<file path="config.mk">
export PLATFORM = sky130hd
export DESIGN_NAME = bout_controller
export DESIGN_NICKNAME = d
export VERILOG_FILES = /design/src/rtl/bout_controller.sv
export SDC_FILE = /design/constraint.sdc
export NUM_CORES = 1
export LEC_CHECK = 0
export BUFFER_PORTS_ARGS = -buffer_cell sky130_fd_sc_hd__buf_2
export CAP_MARGIN = 20
export CORE_ASPECT_RATIO = 1.2
export CORE_MARGIN = 1.5
export CORE_UTILIZATION = 35
export CTS_BUF_LIST = sky130_fd_sc_hd__clkbuf_4 sky130_fd_sc_hd__clkbuf_8
export DETAILED_ROUTE_END_ITERATION = 6
export PLACE_DENSITY = 0.6
export RECOVER_POWER = 25
export SETUP_SLACK_MARGIN = 0.02
export SKIP_CTS_REPAIR_TIMING = 1
export SYNTH_ARGS = -nofsm -noshare
export SYNTH_HDL_FRONTEND = slang
export SYNTH_SLANG_ARGS = --single-unit
</file>
<file path="constraint.sdc">
create_clock -name clk_pixel_in -period 5 [get_ports clk_pixel_in]
set_input_delay 0.75 -clock clk_pixel_in [delete_from_list [all_inputs] [get_ports clk_pixel_in]]
set_output_delay 0.75 -clock clk_pixel_in [all_outputs]
set_load 0.01 [all_outputs]
</file>
<file path="src/rtl/bout_controller.sv">
`default_nettype none
// ============================================================================
// Module      : bout_controller
// Description : Match-level sequencer for one fencing bout. Steps through
//               IDLE -> COUNTDOWN -> FIGHT -> POINT -> ... -> OVER, holds the
//               per-player action FSM in reset outside live play, gates the
//               syncer strobe into it, tallies touches and declares a winner.
// Ports       :
//   clk_pixel_in        pixel clock, sole clock
//   rst_in              synchronous active-high reset
//   start_in            start / restart request (honoured in IDLE and OVER)
//   frame_tick_in       one-cycle pulse per video frame
//   syncer_valid_in     frame-data-valid strobe from the syncer
//   point_valid_in      result strobe from the action FSM
//   player_scored_in    local touch flag, qualified by point_valid_in
//   opponent_scored_in  remote touch flag, qualified by point_valid_in
//   syncer_valid_out    syncer strobe passed through only during FIGHT
//   fsm_rst_out         action FSM reset, low only while in FIGHT
//   phase_out           0 IDLE, 1 COUNTDOWN, 2 FIGHT, 3 POINT, 4 OVER
//   countdown_out       seconds left while in COUNTDOWN, else 0
//   player_score_out    local touches this bout
//   opponent_score_out  remote touches this bout
//   winner_out          0 none, 1 player, 2 opponent, 3 draw
//   game_over_out       high only in OVER
// Revision    : 1.0  initial release
// ============================================================================
module bout_controller #(
    parameter int FPS           = 60,
    parameter int COUNTDOWN_SEC = 3,
    parameter int PAUSE_FRAMES  = 120,
    parameter int WIN_SCORE     = 5,
    parameter int SCORE_W       = 4
) (
    input  logic               clk_pixel_in,
    input  logic               rst_in,
    input  logic               start_in,
    input  logic               frame_tick_in,
    input  logic               syncer_valid_in,
    input  logic               point_valid_in,
    input  logic               player_scored_in,
    input  logic               opponent_scored_in,
    output logic               syncer_valid_out,
    output logic               fsm_rst_out,
    output logic [2:0]         phase_out,
    output logic [1:0]         countdown_out,
    output logic [SCORE_W-1:0] player_score_out,
    output logic [SCORE_W-1:0] opponent_score_out,
    output logic [1:0]         winner_out,
    output logic               game_over_out
);

    localparam int FC_MAX = (FPS > PAUSE_FRAMES) ? FPS : PAUSE_FRAMES;
    localparam int FC_W   = $clog2(FC_MAX + 1);

    localparam logic [FC_W-1:0]    C_FPS_LAST   = FC_W'(FPS - 1);
    localparam logic [FC_W-1:0]    C_PAUSE_LAST = FC_W'(PAUSE_FRAMES - 1);
    localparam logic [1:0]         C_CD_LOAD    = 2'(COUNTDOWN_SEC);
    localparam logic [SCORE_W-1:0] C_WIN        = SCORE_W'(WIN_SCORE);

    typedef enum logic [2:0] {
        S_IDLE      = 3'd0,
        S_COUNTDOWN = 3'd1,
        S_FIGHT     = 3'd2,
        S_POINT     = 3'd3,
        S_OVER      = 3'd4
    } state_t;

    state_t             state_q, state_d;
    logic [FC_W-1:0]    frame_q, frame_d;
    logic [1:0]         cd_q, cd_d;
    logic [SCORE_W-1:0] pscore_q, pscore_d;
    logic [SCORE_W-1:0] oscore_q, oscore_d;
    logic [1:0]         winner_q, winner_d;
    logic               fsm_rst_q;
    logic               game_over_q;

    // Candidate scores after a touch, saturating at the winning score.
    logic [SCORE_W-1:0] pscore_inc;
    logic [SCORE_W-1:0] oscore_inc;
    logic               p_reached;
    logic               o_reached;

    always_comb begin
        pscore_inc = pscore_q;
        oscore_inc = oscore_q;
        if (player_scored_in && (pscore_q != C_WIN)) begin
            pscore_inc = pscore_q + SCORE_W'(1);
        end
        if (opponent_scored_in && (oscore_q != C_WIN)) begin
            oscore_inc = oscore_q + SCORE_W'(1);
        end
        p_reached = (pscore_inc == C_WIN);
        o_reached = (oscore_inc == C_WIN);
    end

    always_comb begin
        state_d  = state_q;
        frame_d  = frame_q;
        cd_d     = cd_q;
        pscore_d = pscore_q;
        oscore_d = oscore_q;
        winner_d = winner_q;

        case (state_q)
            S_IDLE, S_OVER: begin
                if (start_in) begin
                    state_d  = S_COUNTDOWN;
                    cd_d     = C_CD_LOAD;
                    pscore_d = '0;
                    oscore_d = '0;
                    winner_d = 2'd0;
                end
            end

            S_COUNTDOWN: begin
                if (frame_tick_in) begin
                    if (frame_q == C_FPS_LAST) begin
                        frame_d = '0;
                        cd_d    = cd_q - 2'd1;
                        if (cd_q == 2'd1) begin
                            state_d = S_FIGHT;
                        end
                    end else begin
                        frame_d = frame_q + FC_W'(1);
                    end
                end
            end

            S_FIGHT: begin
                // A score event takes priority; a coincident tick is dropped
                // simply because FIGHT never counts ticks.
                if (point_valid_in) begin
                    pscore_d = pscore_inc;
                    oscore_d = oscore_inc;
                    if (p_reached || o_reached) begin
                        state_d  = S_OVER;
                        // Bit 0 = player won, bit 1 = opponent won; both = draw.
                        winner_d = {o_reached, p_reached};
                    end else if (player_scored_in || opponent_scored_in) begin
                        state_d = S_POINT;
                    end
                end
            end

            S_POINT: begin
                if (frame_tick_in) begin
                    if (frame_q == C_PAUSE_LAST) begin
                        state_d = S_COUNTDOWN;
                        cd_d    = C_CD_LOAD;
                    end else begin
                        frame_d = frame_q + FC_W'(1);
                    end
                end
            end

            default: begin
                state_d = S_IDLE;
            end
        endcase

        // The frame counter restarts from zero on every state entry.
        if (state_d != state_q) begin
            frame_d = '0;
        end
    end

    always_ff @(posedge clk_pixel_in) begin
        if (rst_in) begin
            state_q     <= S_IDLE;
            frame_q     <= '0;
            cd_q        <= 2'd0;
            pscore_q    <= '0;
            oscore_q    <= '0;
            winner_q    <= 2'd0;
            fsm_rst_q   <= 1'b1;
            game_over_q <= 1'b0;
        end else begin
            state_q     <= state_d;
            frame_q     <= frame_d;
            cd_q        <= cd_d;
            pscore_q    <= pscore_d;
            oscore_q    <= oscore_d;
            winner_q    <= winner_d;
            // Registered from the next state so it tracks phase_out exactly.
            fsm_rst_q   <= (state_d != S_FIGHT);
            game_over_q <= (state_d == S_OVER);
        end
    end

    assign syncer_valid_out   = syncer_valid_in & (state_q == S_FIGHT);
    assign fsm_rst_out        = fsm_rst_q;
    assign phase_out          = state_q;
    assign countdown_out      = cd_q;
    assign player_score_out   = pscore_q;
    assign opponent_score_out = oscore_q;
    assign winner_out         = winner_q;
    assign game_over_out      = game_over_q;

endmodule
`default_nettype wire

</file>
==> metrics.md, run 1 <==
| Metric | Value |
|---|---|
| Status | finished clean |
| Post-route ant nets | 0 |
| Switching part of the total | 0.254 |
| Final Hold Vio Count | 0 |
| Vias per inst | 5.38 |
| Syn nets | 200 |
| Setup WS post-layout | 2.59 ns |
| DR vias | 1405 |
| Global-route wire length before repair | 5690 um |
| Cells after synthesis | 186 |
| CP cell instances | nor3b_1 -> and2_1 -> buf_2 |
| Nets | 223 |
| Max Cap Viol | 0 |
| Dpl ws | 2.71 ns |
| Crit path DAT | 1.66 ns |
| Design Area, Final | 0.00169 mm^2 |
| Area Growth Syn to Fin | 12.3% |
| Logic pwr share | 0.102 |
| Clock share of power | 0.333 |
| N_diodes | 0 |
| Initial antenna violation count | 0 |
| Placed standard-cell area | 0.00166 mm^2 |
| DIE AREA | 0.00471 mm^2 |
| Proportion of layout cells with a drive suffix above 1 | 0.135 |
| Setup Viol. Count Final | 0 |
| Critical path endpoint category | primary output |
| Relative slew slack | 0.666 |
| CTS tree | done |
| Mapped Area | 0.00151 mm^2 |
| # H-tree levels | 1 |
| Initial DRC Count | 80 |
| Root Buffer | clkbuf_8 |
| DP HPWL | 2560 um |
| Syn. warnings | 0 |
| Clk_lat worst skew | 0.27 ns |
| Gr usage total | 0.149 |
| Pleak | 0.717 nW |
| Syn Area/Cell | 8.11 um^2 |
| Initial Utilization | 0.374 |
| Post-synth ARST share | 0 |
| Footprint of the multi-input gates | 957 um^2 |
| P per Cell Area | 206 mW/mm^2 |
| Clock transition at path regs | 0.09 ns |
| Tcrit/Tclk final | 0.482 |
| Gr ovfl total | 0 |
| Tot Pwr | 0.348 mW |
| Worst-path maximum fanout | 13 |
| Register area | 480 um^2 |
| Core area | 0.00404 mm^2 |
| Layout fillers | 418 |
| Hold slack | 0.460 ns |
| EDFF count, synth | 0 |
| FF+latch count, synth | 24 |
| Sequential share of power | 0.565 |
| Max Freq | 415 MHz |
| Switching pwr | 0.0884 mW |
| Post-synth cell types | 47 |
| Hold WC Path Type | reg -> reg |
| Chip width | 62.9 um |
| Die Y | 74.9 um |
| Clk_skew | 0.00296 ns |
| Clock Sinks | 24 |
| Num rows | 25 |
| Wirelength per Cell | 13.1 um |
| Worst stage delay on the critical path | 0.61 ns |
| PortBufs | 25 |
| Worst Path Buf+Inv | 1 |
| Min Tclk post-route | 2.41 ns |
| RSZ-0062 raised after global routing | false |
| Slowest CP cell | dfxtp_1 |
| Critical path's top delay family | simple AND/OR/NAND/NOR gates |
| Worst EP required | 4.25 ns |
| RD Place Congestion | 0.771 |
| Share of the synthesized area in the top cell type | 0.319 |
| Post-synthesis sequential area ratio | 0.319 |
| Critical Path Source Type | flop |
| Largest net degree at the start of global routing | 20 |
| Worst-Margin Slew | 0.500 ns |
| DRC errors left | 0 |
| Top cell type by total area after synthesis | dfxtp_1 |
| Routed wire length | 3410 um |
| # IOs | 26 |
| Worst VDD drop | 0.0800 mV |
| Prevailing post-synth register cell | dfxtp_1 |
| Worst setup path class | reg -> out |
| Setup TNS | 0 ns |
| Internal | 0.260 mW |
| CTS Buffer Depth | 2 |
| Vias in the first global route | 1286 |
| Area contributors post-synth | dfxtp_1, a21oi_1, ha_1 |
| CTS buffer count | 3 |
| Slew Limit Fails | 0 |
| Initial DRT Pass Iterations | 4 |
[cell type report]
class | count | share of cell area
timing repair buffer | 25 | 0.0665
multi-input combinational | 146 | 0.565
clock buffer | 3 | 0.0244
inverter | 9 | 0.0200
sequential | 24 | 0.284
tap | 54 | 0.0399
[synthesized netlist by cell type (2+ instances only)]
| cell | instances |
|---|---|
| and3b_1 | 2 |
| and3_1 | 7 |
| o211a_1 | 2 |
| buf_2 | 2 |
| nand2_1 | 15 |
| mux2i_1 | 3 |
| clkbuf_1 | 4 |
| inv_1 | 9 |
| nand3_1 | 3 |
| ha_1 | 6 |
| and2_1 | 4 |
| o21ai_0 | 4 |
| nor2_1 | 19 |
| a22oi_1 | 2 |
| o2111ai_1 | 2 |
| nor2b_1 | 9 |
| dfxtp_1 | 24 |
| nand4_1 | 3 |
| a21o_1 | 3 |
| nor3_1 | 14 |
| a21oi_1 | 15 |
| a31oi_1 | 4 |
| nand2b_1 | 5 |
| nor4b_1 | 2 |
[power by group through the flow]
stage	registers, mW	logic [mW]	clock network, mW
finish	0.197	0.0357	0.116
global route	0.197	0.0409	0.127
CTS	0.197	0.0365	0.119
detailed placement	0.201	0.0364	0
global placement	0.201	0.0362	0
floorplan	0.201	0.0248	0
[stage by stage]
| step | utilization | instances |
|---|---|---|
| 2_1_floorplan | - | 186 |
| 3_3_place_gp | 0.412 | 258 |
| 3_5_place_dp | 0.412 | 258 |
| 4_1_cts | 0.423 | 261 |
| 5_1_grt | 0.420 | 261 |
| 6_report | 0.420 | 261 |
[final timing paths]
path	from	to	slack (ns)	depth (start not counted)
min	winner_out[1]$_SDFFE_PP0P_	winner_out[1]$_SDFFE_PP0P_	0.46	1
max	phase_out[1]$_SDFF_PP0_	syncer_valid_out	2.59	3
max reg2reg	player_score_out[1]$_SDFFE_PP0P_	frame_q[2]$_SDFFE_PP0P_	2.81	8
min reg2reg	winner_out[1]$_SDFFE_PP0P_	winner_out[1]$_SDFFE_PP0P_	0.46	1
[flip-flops by register name, indices dropped and copies added, names as in the netlist]
signal and flops:
countdown_out 2, frame_q 7, game_over_out 1, player_score_out 4, fsm_rst_out 1, winner_out 2, opponent_score_out 4, phase_out 3
[worst register-to-register path, cell delays in order (launching register included)]
cell,delay [ns]
dfxtp_1,0.42
inv_1,0.08
ha_1,0.20
and3b_1,0.19
o211a_1,0.21
o2111ai_2,0.24
nand3_2,0.15
and3_1,0.31
a2111oi_4,0.29
[routing by layer]
layer  global-route usage  vias up  share of wire
met4               0.0370        0          0.010
met1                0.176      656           0.46
li1                     -      720              -
met3               0.0209        5          0.033
met5                    0        -              0
met2                0.286       24           0.49
[cells by family after synthesis]
group                      synth area share
AOI/OAI and AO/OA                     0.234
xor gates and xnor gates            0.00581
adders and majority gates            0.0498
buffers and inverters                0.0465
DFF                                   0.319
muxes                                0.0274
and+or+nand+nor                       0.318
[cell usage in the layout, fill, tap and decap left out, types with 2 or more instances in the layout]
| cell | netlist | layout |
|---|---|---|
| buf_2 | 2 | 15 |
| o211a_1 | 2 | 2 |
| o2111ai_1 | 2 | 2 |
| nor4b_1 | 2 | 2 |
| ha_1 | 6 | 6 |
| nand4_1 | 3 | 3 |
| clkbuf_8 | 0 | 3 |
| and3_1 | 7 | 7 |
| a31oi_1 | 4 | 4 |
| and2_1 | 4 | 4 |
| clkbuf_1 | 4 | 10 |
| nor3_1 | 14 | 14 |
| a21oi_1 | 15 | 15 |
| a22oi_1 | 2 | 2 |
| nand2b_1 | 5 | 5 |
| nand2_1 | 15 | 15 |
| mux2i_1 | 3 | 3 |
| inv_1 | 9 | 9 |
| and3b_1 | 2 | 2 |
| dfxtp_1 | 24 | 24 |
| o21ai_0 | 4 | 4 |
| a21o_1 | 3 | 3 |
| nand3_1 | 3 | 3 |
| nor2_1 | 19 | 19 |
| nor2b_1 | 9 | 9 |
Power figures use the tool's default switching activity.
==> run 2, diff against run 1 <==
ABC_AREA = 1   (was default)
clock period = 2.49 ns   (was 5 ns; I/O delays follow)
==> metrics.md, run 2 <==
| Metric | Value |
|---|---|
| Setup WS post-layout | 0.611 ns |
| Sequential share of power | 0.466 |
| Share of the synthesized area in the top cell type | 0.304 |
| Synth Area in Compound Gates | 0.122 |
| # IOs | 26 |
| Placed Cells | 302 |
| Pleak | 0.703 nW |
| Vias in the first global route | 1294 |
| Post-route insts no fill | 306 |
| Status | finished clean |
| Largest family of logic cells by synthesized area | simple AND/OR/NAND/NOR gates |
| Hold WC Path Type | in -> reg |
| Switching part of the total | 0.245 |
| N_diodes | 0 |
| DIE AREA | 0.00494 mm^2 |
| Gr ovfl total | 0 |
| Clk_skew | 0.00546 ns |
| Vias per inst | 4.76 |
| Core area | 0.00429 mm^2 |
| Clock share of power | 0.407 |
| CTS Buffer Depth | 2 |
| Final Hold Vio Count | 0 |
| CTS buffer count | 3 |
| Cells after synthesis | 224 |
| Syn nets | 238 |
| Prevailing post-synth register cell | dfxtp_1 |
| DRC errors left | 0 |
| Placed standard-cell area | 0.00177 mm^2 |
| Internal | 0.642 mW |
| Post-synth cell types | 32 |
| Worst VDD drop | 0.231 mV |
| RD Place Congestion | 0.837 |
| Max Cap Viol | 0 |
| Slew Limit Fails | 0 |
| Clock transition at path regs | 0.09 ns |
| Syn Area/Cell | 7.07 um^2 |
| Worst EP required | 2.66 ns |
| RSZ-0062 raised after global routing | false |
| Worst-Margin Slew | 0.420 ns |
| Proportion of layout cells with a drive suffix above 1 | 0.260 |
| Root Buffer | clkbuf_8 |
| Post-Synth Adder-Cell Area | 0.0474 |
| Mapped Area | 0.00158 mm^2 |
| Max Freq | 532 MHz |
| Crit path DAT | 2.05 ns |
| Top cells by count, synth | nand2_1, inv_1, dfxtp_1 |
| Post-synthesis mux area share | 0.00711 |
| CTS tree | done |
| Worst-path maximum fanout | 8 |
| Initial DRT Pass Iterations | 4 |
| Relative slew slack | 0.720 |
| Global-route wire length before repair | 5800 um |
| Tot Pwr | 0.851 mW |
| Min Tclk post-route | 1.88 ns |
| P per Cell Area | 467 mW/mm^2 |
| Layout fillers | 487 |
| Leading cell type in the layout, fill and taps excluded | nand2_1 |
| Dpl ws | 0.614 ns |
| Initial DRC Count | 104 |
| Largest net degree at the start of global routing | 18 |
| Die Y | 76.7 um |
| Max reg flops | 7 |
| Num rows | 26 |
| Critical Path Source Type | flop |
| Initial antenna violation count | 0 |
| Logic pwr share | 0.127 |
| R2R Setup Slk | 0.61 ns |
| PortBufs | 25 |
| Clock Sinks | 24 |
| Wirelength per Cell | 11.1 um |
| Tcrit/Tclk final | 0.755 |
| Clk_lat worst skew | 0.27 ns |
| Design Area, Final | 0.00182 mm^2 |
| Routed wire length | 3380 um |
| Post-synthesis sequential area ratio | 0.304 |
| Switching pwr | 0.209 mW |
| EDFF count, synth | 0 |
| Initial Utilization | 0.369 |
| Worst setup path class | reg -> reg |
| DP HPWL | 2630 um |
| Chip width | 64.4 um |
| FF+latch count, synth | 24 |
| Top cell type by total area after synthesis | dfxtp_1 |
| Biggest register | frame_q |
| Top-count cell post-synth | nand2_1 |
| Gr usage total | 0.148 |
| Most frequent cells in the layout | nand2_1, inv_1, dfxtp_1, nor2_1 |
| DR vias | 1457 |
| Post-route ant nets | 0 |
| Syn. warnings | 0 |
| Post-synth ARST share | 0 |
| Setup TNS | 0 ns |
| Nets | 265 |
| Critical path endpoint category | flop |
| Post-Synth XOR/XNOR Area | 0.0111 |
| Simple-Gate Fraction of Synth Area | 0.428 |
| Area Growth Syn to Fin | 15.3% |
| # H-tree levels | 1 |
| Area contributors post-synth | dfxtp_1, nand2_1, inv_1 |
| Setup Viol. Count Final | 0 |
-- run 2: cell count changes after synthesis, sizes merged, moves of 4 or more --
cell | before | now
nand2 | 15 | 64
inv | 9 | 30
nand3 | 4 | 23
nor2 | 19 | 29
nor3 | 15 | 5
nor2b | 9 | 0
and3 | 7 | 0
nand2b | 5 | 0
o21ai | 4 | 8
-- run 2: power groups by stage --
stage | logic, mW | registers, mW | clock network, mW
after floorplan | 0.0797 | 0.408 | 0
after global placement | 0.109 | 0.406 | 0
after detailed placement | 0.110 | 0.406 | 0
after CTS | 0.110 | 0.397 | 0.355
after global routing | 0.121 | 0.398 | 0.370
final | 0.108 | 0.397 | 0.346
-- run 2: worst paths after layout --
path,endpoint,from,depth (start not counted)
min,phase_out[2]$_SDFF_PP0_,start_in,4
max,frame_q[6]$_SDFFE_PP0P_,opponent_score_out[0]$_SDFFE_PP0P_,14
max reg2reg,frame_q[6]$_SDFFE_PP0P_,opponent_score_out[0]$_SDFFE_PP0P_,14
min reg2reg,winner_out[0]$_SDFFE_PP0P_,winner_out[0]$_SDFFE_PP0P_,2
-- run 2: final cells by class --
class	instances	area (um^2)	share of cell area
timing repair buffer	25	113	0.0617
sequential	24	480	0.263
clock inverter	1	30.0	0.0165
multi-input combinational	167	975	0.534
clock buffer	3	41.3	0.0226
inverter	30	115	0.0631
tap	56	70.1	0.0384
-- run 2: per-stage QoR --
stage                      util  hold WS (ns)
after floorplan               -         0.483
after global placement    0.411         0.452
after detailed placement  0.411         0.454
after CTS                 0.428         0.406
after global routing      0.425         0.427
final                     0.425         0.410
-- run 2: kinds of logic after synthesis --
kind of cell | after synthesis
DFF | 24
and+or+nand+nor | 128
buffers and inverters | 33
adders and majority gates | 6
xor gates and xnor gates | 2
AOI/OAI and AO/OA | 30
muxes | 1
-- run 2: layer usage --
layer | part of all wire | track usage | vias up
met2 | 0.50 | 0.253 | 26
met5 | 0 | 0 | -
met1 | 0.46 | 0.184 | 652
met4 | 0.015 | 0.0511 | 0
met3 | 0.029 | 0.0264 | 5
li1 | - | - | 774
-- run 2: worst max-delay path, cell delays in order (launching register included) --
cell and delay, ns:
dfxtp_1 0.50, ha_1 0.22, nand3_2 0.09, nand2_4 0.12
inv_4 0.05, nand2_2 0.05, nand2_1 0.05, nor2_1 0.15
nand2_2 0.10, nand3_1 0.09, nand3_1 0.07, nand2_1 0.08
inv_1 0.06, nand3_4 0.12, nor2_2 0.04
==> run 3, diff against run 2 <==
PLACE_DENSITY = 0.62   (was 0.6)
clock period = 1.5 ns   (was 2.49 ns; I/O delays follow)
==> metrics.md, run 3 (synthesis gave the netlist of run 2 again) <==
| Metric | Value |
|---|---|
| Status | complete, but fails checks |
| Violated checks | negative setup slack |
| Critical path's top delay family | flip-flops |
| Worst EP required | 1.67 ns |
| Most frequent cells in the layout | buf_4, nand2_1, inv_1, buf_2, nand2_2 |
| Gr usage total | 0.147 |
| Relative slew slack | 0.760 |
| Critical Path Source Type | flop |
| Switching part of the total | 0.268 |
| P per Cell Area | 543 mW/mm^2 |
| Setup TNS | -1.32 ns |
| Leading cell type in the layout, fill and taps excluded | buf_4 |
| Tot Pwr | 1.30 mW |
| Sequential share of power | 0.503 |
| Worst Path Buf+Inv | 2 |
| Logic pwr share | 0.183 |
| Dpl ws | -0.194 ns |
| Gr ovfl total | 0 |
| CTS Buffer Depth | 2 |
| Worst VDD drop | 0.335 mV |
| Initial antenna violation count | 0 |
| Max Freq | 590 MHz |
| PortBufs | 25 |
| CP cell instances | nand2_4 -> nor2_4 -> o21ai_4 -> a21oi_4 -> buf_4 -> mux2_2 -> inv_1 -> nor2_2 |
| Post-layout util | 0.556 |
| Root Buffer | clkbuf_8 |
| DIE AREA | 0.00494 mm^2 |
| Critical path endpoint category | flop |
| Wirelength per Cell | 10.5 um |
| Biggest register | frame_q |
| Slew Limit Fails | 0 |
| Crit path DAT | 1.86 ns |
| DR vias | 1626 |
| Worst stage delay on the critical path | 0.42 ns |
| Post-route insts no fill | 357 |
| Vias in the first global route | 1463 |
| Slowest CP cell | dfxtp_2 |
| Initial DRT Pass Iterations | 4 |
| Tcrit/Tclk final | 1.13 |
| Area Growth Syn to Fin | 50.8% |
| DP HPWL | 2850 um |
| Hold WC Path Type | in -> reg |
| Worst-Margin Slew | 0.360 ns |
| Largest net degree at the start of global routing | 18 |
| Vias per inst | 4.55 |
| Placed standard-cell area | 0.00214 mm^2 |
| Clk_lat worst skew | 0.26 ns |
| RSZ-0062 raised after global routing | true |
| RD Place Congestion | 0.790 |
| Initial Utilization | 0.369 |
| Layout fillers | 428 |
| Clk_skew | 0.00439 ns |
| Die Y | 76.7 um |
| Worst setup path class | reg -> reg |
| CTS tree | done |
| Nets | 316 |
| Chip width | 64.4 um |
| DRC errors left | 0 |
| Internal | 0.949 mW |
| Num rows | 26 |
| Core area | 0.00429 mm^2 |
| Global-route wire length before repair | 5970 um |
| N_diodes | 0 |
| Post-route ant nets | 0 |
| Switching pwr | 0.348 mW |
| Routed wire length | 3750 um |
| Clock transition at path regs | 0.09 ns |
| Setup WS post-layout | -0.195 ns |
| Max reg flops | 7 |
| Worst-path maximum fanout | 5 |
| # H-tree levels | 1 |
| Pleak | 1.00 nW |
| Final Hold Vio Count | 0 |
| Design Area, Final | 0.00239 mm^2 |
| # IOs | 26 |
| Initial DRC Count | 43 |
| Setup Viol. Count Final | 12 |
| Clock share of power | 0.314 |
| Clock Sinks | 24 |
| CTS buffer count | 3 |
| Min Tclk post-route | 1.69 ns |
| Max Cap Viol | 0 |
| Placed Cells | 345 |
| Proportion of layout cells with a drive suffix above 1 | 0.545 |
| Hold slack | 0.251 ns |
-- run 3: worst paths after layout --
kind                              startpoint                         end  slack (ns)  depth (start not counted)
setup / recovery     phase_out[0]$_SDFF_PP0_     frame_q[1]$_SDFFE_PP0P_       -0.19                          8
hold / removal                      start_in     phase_out[2]$_SDFF_PP0_        0.25                          4
setup reg to reg     phase_out[0]$_SDFF_PP0_     frame_q[1]$_SDFFE_PP0P_       -0.19                          8
hold reg to reg   winner_out[1]$_SDFFE_PP0P_  winner_out[1]$_SDFFE_PP0P_        0.46                          2
-- run 3: area by class of cell --
cell class	count	area, um^2	share of cell area
Multi-Input combinational cell	167	1130	0.473
Timing Repair Buffer	76	520	0.218
Tap cell	56	70.1	0.0294
Sequential cell	24	503	0.211
Clock buffer	4	48.8	0.0204
Inverter	30	115	0.0482
-- run 3: power groups by stage --
stage | Sequential, mW | Combinational [mW] | Clock (mW)
final | 0.653 | 0.237 | 0.407
after global routing | 0.655 | 0.263 | 0.449
after CTS | 0.651 | 0.210 | 0.427
after detailed placement | 0.666 | 0.209 | 0
after global placement | 0.666 | 0.208 | 0
after floorplan | 0.670 | 0.132 | 0
-- run 3: layer usage --
metal	vias to the layer above	GRT usage	routed length [um]
met5	-	0	0
met4	0	0.0426	19
met3	2	0.0161	86
met2	21	0.265	1990
met1	731	0.182	1660
li1	872	-	-
-- run 3: worst register-to-register path, cell delays in order, from the launching register on --
cell	delay [ns]
dfxtp_2	0.42
nand2_4	0.10
nor2_4	0.15
o21ai_4	0.09
a21oi_4	0.26
buf_4	0.17
mux2_2	0.32
inv_1	0.06
nor2_2	0.04
